<file path="src/rtl/mcht_link_arb.sv">
// mcht_link_arb: round-robin sequencer sharing one Manchester transceiver among requesters.
module mcht_link_arb #(
  parameter int pNUM_REQ    = 4,
  parameter int pTX_MSG_LEN = 16,
  parameter int pRX_MSG_LEN = 16,
  parameter int pRSP_TMO    = 1024
) (
  input  logic                            CLK_25M,
  input  logic                            RST_N,
  input  logic [pNUM_REQ-1:0]             REQ_VLD,
  input  logic [pNUM_REQ*pTX_MSG_LEN-1:0] REQ_MSG,
  output logic [pNUM_REQ-1:0]             REQ_ACK,
  output logic [pNUM_REQ-1:0]             RSP_VLD,
  output logic [pNUM_REQ-1:0]             RSP_TO,
  output logic [pRX_MSG_LEN-1:0]          RSP_MSG,
  output logic                            BUSY,
  output logic                            ERR_UNSOL,
  output logic                            TX_VLD,
  output logic [pTX_MSG_LEN-1:0]          TX_MSG,
  input  logic                            TX_DNE,
  input  logic [pRX_MSG_LEN-1:0]          RX_MSG,
  input  logic                            RX_VLD
);
  localparam int PW = $clog2(pNUM_REQ);
  localparam int TW = $clog2(pRSP_TMO + 1);
  typedef enum logic [1:0] {IDLE, WAIT_DNE, WAIT_RSP} state_t;
  state_t state_q, state_d;
  logic [PW-1:0] ptr_q, ptr_d, gnt_q, gnt_d, pick;
  logic [PW:0] idx;
  logic hit;
  logic [TW-1:0] tmr_q, tmr_d;
  logic [pNUM_REQ-1:0] req_ack_q, req_ack_d, rsp_vld_q, rsp_vld_d, rsp_to_q, rsp_to_d;
  logic tx_vld_q, tx_vld_d, err_unsol_q, err_unsol_d;
  logic [pTX_MSG_LEN-1:0] tx_msg_q, tx_msg_d;
  logic [pRX_MSG_LEN-1:0] rsp_msg_q, rsp_msg_d;
  // Scan offsets from highest to lowest so the closest set bit at/after the pointer wins.
  always_comb begin
    pick = '0;
    hit  = 1'b0;
    idx  = '0;
    for (int k = pNUM_REQ - 1; k >= 0; k--) begin
      idx = {1'b0, ptr_q} + (PW+1)'(k);
      idx = (idx >= (PW+1)'(pNUM_REQ)) ? idx - (PW+1)'(pNUM_REQ) : idx;
      if (REQ_VLD[idx[PW-1:0]]) begin
        pick = idx[PW-1:0];
        hit  = 1'b1;
      end
    end
  end
  always_comb begin
    state_d     = state_q;
    ptr_d       = ptr_q;
    gnt_d       = gnt_q;
    tmr_d       = tmr_q;
    req_ack_d   = '0;
    rsp_vld_d   = '0;
    rsp_to_d    = '0;
    tx_vld_d    = 1'b0;
    tx_msg_d    = tx_msg_q;
    rsp_msg_d   = rsp_msg_q;
    err_unsol_d = RX_VLD && (state_q != WAIT_RSP);
    case (state_q)
      IDLE: if (hit) begin
        state_d   = WAIT_DNE;
        gnt_d     = pick;
        ptr_d     = (pick == PW'(pNUM_REQ - 1)) ? '0 : pick + 1'b1;
        req_ack_d = pNUM_REQ'(1) << pick;
        tx_vld_d  = 1'b1;
        tx_msg_d  = REQ_MSG[pick*pTX_MSG_LEN +: pTX_MSG_LEN];
      end
      WAIT_DNE: if (TX_DNE) begin
        state_d = WAIT_RSP;
        tmr_d   = '0;
      end
      WAIT_RSP: begin
        tmr_d = tmr_q + 1'b1;
        if (RX_VLD) begin
          state_d   = IDLE;
          rsp_vld_d = pNUM_REQ'(1) << gnt_q;
          rsp_msg_d = RX_MSG;
        end else if (tmr_q == TW'(pRSP_TMO - 1)) begin
          state_d  = IDLE;
          rsp_to_d = pNUM_REQ'(1) << gnt_q;
        end
      end
      default: state_d = IDLE;
    endcase
  end
  always_ff @(posedge CLK_25M) begin
    if (!RST_N) begin
      state_q     <= IDLE;
      ptr_q       <= '0;
      gnt_q       <= '0;
      tmr_q       <= '0;
      req_ack_q   <= '0;
      rsp_vld_q   <= '0;
      rsp_to_q    <= '0;
      tx_vld_q    <= 1'b0;
      err_unsol_q <= 1'b0;
      tx_msg_q    <= '0;
      rsp_msg_q   <= '0;
    end else begin
      state_q     <= state_d;
      ptr_q       <= ptr_d;
      gnt_q       <= gnt_d;
      tmr_q       <= tmr_d;
      req_ack_q   <= req_ack_d;
      rsp_vld_q   <= rsp_vld_d;
      rsp_to_q    <= rsp_to_d;
      tx_vld_q    <= tx_vld_d;
      err_unsol_q <= err_unsol_d;
      tx_msg_q    <= tx_msg_d;
      rsp_msg_q   <= rsp_msg_d;
    end
  end
  assign REQ_ACK   = req_ack_q;
  assign RSP_VLD   = rsp_vld_q;
  assign RSP_TO    = rsp_to_q;
  assign RSP_MSG   = rsp_msg_q;
  assign TX_VLD    = tx_vld_q;
  assign TX_MSG    = tx_msg_q;
  assign ERR_UNSOL = err_unsol_q;
  assign BUSY      = (state_q != IDLE);
endmodule

</file>
<file path="config.mk">
export PLATFORM = sky130hd
export DESIGN_NAME = mcht_link_arb
export DESIGN_NICKNAME = d
export VERILOG_FILES = /design/src/rtl/mcht_link_arb.sv
export SDC_FILE = /design/constraint.sdc
export NUM_CORES = 1
export LEC_CHECK = 0
export ABC_AREA = 1
export BUFFER_PORTS_ARGS = -buffer_cell sky130_fd_sc_hd__clkbuf_2
export CAP_MARGIN = 15
export CORE_UTILIZATION = 47
export DETAILED_ROUTE_END_ITERATION = 7
export PLACE_DENSITY = 0.9
export SLEW_MARGIN = 10
export SYNTH_ARGS = -nofsm -noshare
export SYNTH_HDL_FRONTEND = slang
export SYNTH_SLANG_ARGS = --single-unit
</file>
<file path="constraint.sdc">
create_clock -name CLK_25M -period 1.7 [get_ports CLK_25M]
set_input_delay 0.085 -clock CLK_25M [delete_from_list [all_inputs] [get_ports CLK_25M]]
set_output_delay 0.085 -clock CLK_25M [all_outputs]
set_load 0.05 [all_outputs]
</file>
==> reports/qor.tcl <==
set qor(syn_area_sq_um) 3010
set qor(die-width_um) 82.0
set qor(cts_inserted_buffers) 9
set qor(power_per_cell_area_nw_per_um2) 1900
set qor(drt_pre_antenna_iters) 7
set qor(fillers) 331
set qor(multi_input_area_sq_um) 2020
set qor(areaGrowthSynthToFinish_pct) 68.7
set qor(fraction_of_layout_instances_using_a_drive_strength_above_1_pct) 49.5
set qor(grt_remaining_overflow) 0
set qor(num-nets-final) 706
set qor(post-route-drc-count) 0
set qor(clkLatencyLatePin_ns) 0.36
set qor(setup-violations-final) 26
set qor(antenna_found_initial) 0
set qor(port_buffers) 134
set qor(sequential_cell_area_sq_um) 1270
set qor(tot_gr_track_use_pct) 34.0
set qor(async_set_reset_flop_share_out_of_synthesis_pct) 0
set qor(synth.yosys.warnings) 0
set qor(final.setup.worst_slack_ns) -0.197
set qor(synth-seq-area-share_pct) 41.9
set qor(ys.flop_type) {sky130_fd_sc_hd__dfxtp_1}
set qor(crit_type) {flop to flop}
set qor(final_min_period_over_clock_period_pct) 112
set qor(static-leakage-power_nw) 2.42
set qor(violations) {setup timing}
set qor(crit_arrival_ns) 2.13
set qor(pin_count) 135
set qor(grt_setup_unrepaired) {true}
set qor(grt_pass1_vias) 3695
set qor(crit_path_max_incr_delay_ns) 0.39
set qor(die_area_sq_um) 6730
set qor(cp-end-kind) {flop}
set qor(final.setup.tns_ns) -2.44
set qor(coreArea_sq_um) 6060
set qor(slowest_stage) {sky130_fd_sc_hd__dfxtp_4}
set qor(routabilityCongestion) 0.851
set qor(worst_slew_pin_slew_ns) 0.619
set qor(status) {finished with violations}
set qor(clk_pin_slew_ns) 0.09
set qor(syn_area_per_cell_sq_um) 6.97
set qor(finalWirelength_um) 12800
set qor(cts_max_path_buffers) 2
set qor(finish.instance_area_sq_um) 5080
set qor(grt_first_pass_wirelength_um) 17100
set qor(cp.required_ns) 1.93
set qor(detail_route.vias_per_cell) 5.93
set qor(fmax_ghz) 0.527
set qor(critical_path.cell_chain) {buf_12, nand2_8, nand3_4, nand2_4, buf_6, a21oi_4, nand3_2, nand2_4, inv_4, buf_12, o21ai_0, a21oi_2}
set qor(mappedNetlistNets) 521
set qor(tritoncts_num_sinks) 63
set qor(total_number_of_vias) 4131
set qor(cts_tree) {yes}
set qor(timing.max_cap.violations) 0
set qor(start_util_pct) 49.7
set qor(post_synth_edffs) 0
set qor(pin_count_of_the_biggest_net_entering_global_routing) 29
set qor(fin_skew_ns) 0.0198
set qor(route.antenna.remaining_nets) 0
set qor(drt_iter0_drc) 409
set qor(worstHoldPathType) {input pin to flop}
set qor(layout_min_cycle_time_ns) 1.90
set qor(synth_cells) 432
set qor(avgRoutedWirePerCell_um) 18.4
set qor(place.detailed.hpwl_um) 6650
set qor(critical_path_peak_fanout) 16
set qor(placement_rows) 28
set qor(final-hold-violation-count) 0
set qor(cts_htree_levels) 3
set qor(dpl-instance-area_sq_um) 3830
set qor(diodes) 0
set qor(vdd.ir_drop.worst_mv) 1.70
set qor(fp.dieH_um) 82.0
set qor(timing_max_transition_violations_final) 0
set qor(worst_slew_margin_rel_pct) 58.7
set qor(root_buffer) {sky130_fd_sc_hd__clkbuf_8}
set qor(netlist-cell-type-count) 35
set qor(worst_setup_path_start_kind) {flop}
set qor(synth_seq_cells) 63
[cells by family after synthesis]
kind of cell | after synthesis | synth area share [%]
xor+xnor | 1 | 0.291
simple gates | 237 | 34.8
flops | 63 | 41.9
buf+inv | 50 | 8.19
fa+ha+maj | 1 | 0.416
compound gates | 80 | 14.4
[Yosys cell counts (3+ instances only)]
| master | instances | area, sq um |
|---|---|---|
| sky130_fd_sc_hd__nand3_2 | 3 | 30.0 |
| sky130_fd_sc_hd__o21ai_1 | 7 | 35.0 |
| sky130_fd_sc_hd__nor2_1 | 52 | 195 |
| sky130_fd_sc_hd__nand3_1 | 77 | 385 |
| sky130_fd_sc_hd__buf_2 | 5 | 25.0 |
| sky130_fd_sc_hd__a21oi_1 | 28 | 140 |
| sky130_fd_sc_hd__dfxtp_1 | 63 | 1260 |
| sky130_fd_sc_hd__nand2_2 | 3 | 18.8 |
| sky130_fd_sc_hd__buf_6 | 5 | 56.3 |
| sky130_fd_sc_hd__inv_1 | 22 | 82.6 |
| sky130_fd_sc_hd__nand2_1 | 94 | 353 |
| sky130_fd_sc_hd__clkbuf_1 | 9 | 33.8 |
| sky130_fd_sc_hd__buf_4 | 3 | 22.5 |
| sky130_fd_sc_hd__o21ai_0 | 33 | 165 |
| sky130_fd_sc_hd__a211oi_1 | 3 | 22.5 |
[routing by layer]
layer  share of wire (%)  vias to the layer above  global-route usage [%]
met5                   0                        -                       0
met4                 6.1                        0                    19.6
met3                 8.4                       85                    7.00
met2                  51                      334                    61.3
met1                  35                     1889                    36.3
li1                    -                     1823                       -
[where the power goes]
part	leakage, nW	total, mW	switching, mW	internal (mW)
Combinational	1.80	6.37	3.96	2.41
Clock	0.0992	1.31	0.633	0.678
Sequential	0.518	1.99	0.214	1.77
Total	2.42	9.66	4.80	4.86
[area by class of cell]
cell class	count	area share (%)
Tap cell	75	1.85
Timing Repair Buffer	197	27.2
Clock inverter	7	1.45
Multi-Input combinational cell	319	39.7
Sequential cell	63	25.1
Inverter	27	2.24
Clock buffer	9	2.44
[sequential cells by signal, summed over array words and instances (netlist names)]
name       flops
RSP_TO         4
gnt_q          2
ptr_q          2
TX_MSG        16
ERR_UNSOL      1
state_q        2
tmr_q         11
TX_VLD         1
RSP_MSG       16
REQ_ACK        4
RSP_VLD        4
[worst max-delay path, delay by kind of cell, from the launching register on]
family | cells | cell delay (ns)
buffers and inverters | 4 | 0.49
AND/OR/NAND/NOR | 5 | 0.46
AO/OA/AOI/OAI | 3 | 0.43
flip-flops | 1 | 0.39
[stage by stage]
| step | hold WS [ns] | setup slack, ns | total power, mW | instances | utilization, % |
|---|---|---|---|---|---|
| 4_1_cts | 0.0504 | -0.0193 | 8.21 | 688 | 75.8 |
| 2_1_floorplan | 0.174 | 0.136 | 4.97 | 432 | - |
| 3_3_place_gp | 0.296 | 0.0414 | 5.91 | 636 | 63.2 |
| 6_report | 0.0531 | -0.197 | 9.66 | 697 | 83.8 |
| 3_5_place_dp | 0.306 | -0.0577 | 6.04 | 636 | 63.2 |
| 5_1_grt | 0.0947 | -0.227 | 10.0 | 697 | 83.8 |
[placed cells by master (no fill, tap or decap), types with 11 or more instances in the layout]
cell type,instances
sky130_fd_sc_hd__a21oi_2,11
sky130_fd_sc_hd__nand2_1,64
sky130_fd_sc_hd__buf_4,27
sky130_fd_sc_hd__nand3_4,11
sky130_fd_sc_hd__nand3_2,20
sky130_fd_sc_hd__o21ai_0,26
sky130_fd_sc_hd__nor2_1,47
sky130_fd_sc_hd__a21oi_1,16
sky130_fd_sc_hd__clkbuf_2,134
sky130_fd_sc_hd__nand2_2,27
sky130_fd_sc_hd__dlygate4sd3_1,17
sky130_fd_sc_hd__dfxtp_1,58
sky130_fd_sc_hd__nand3_1,50
sky130_fd_sc_hd__inv_1,17
[timing repair]
item                       4_1_cts  5_1_grt
hold buffers                    17        0
cloned                           3        2
resized for setup               48      107
pin swaps                       14       33
setup buffers                   16        9
setup endpoints to repair       23       34
hold endpoints to repair        17        0
[final timing paths]
check                         from  slack, ns                      end  cells past startpoint
min                         RX_VLD       0.05     ERR_UNSOL$_SDFF_PN0_                      3
min reg2reg  tmr_q[4]$_SDFFE_PN0P_       0.51    tmr_q[4]$_SDFFE_PN0P_                      2
max reg2reg  ptr_q[0]$_SDFFE_PN0P_      -0.20  TX_MSG[14]$_SDFFE_PN0P_                     12
max          ptr_q[0]$_SDFFE_PN0P_      -0.20  TX_MSG[14]$_SDFFE_PN0P_                     12
Power figures use the tool's default switching activity.
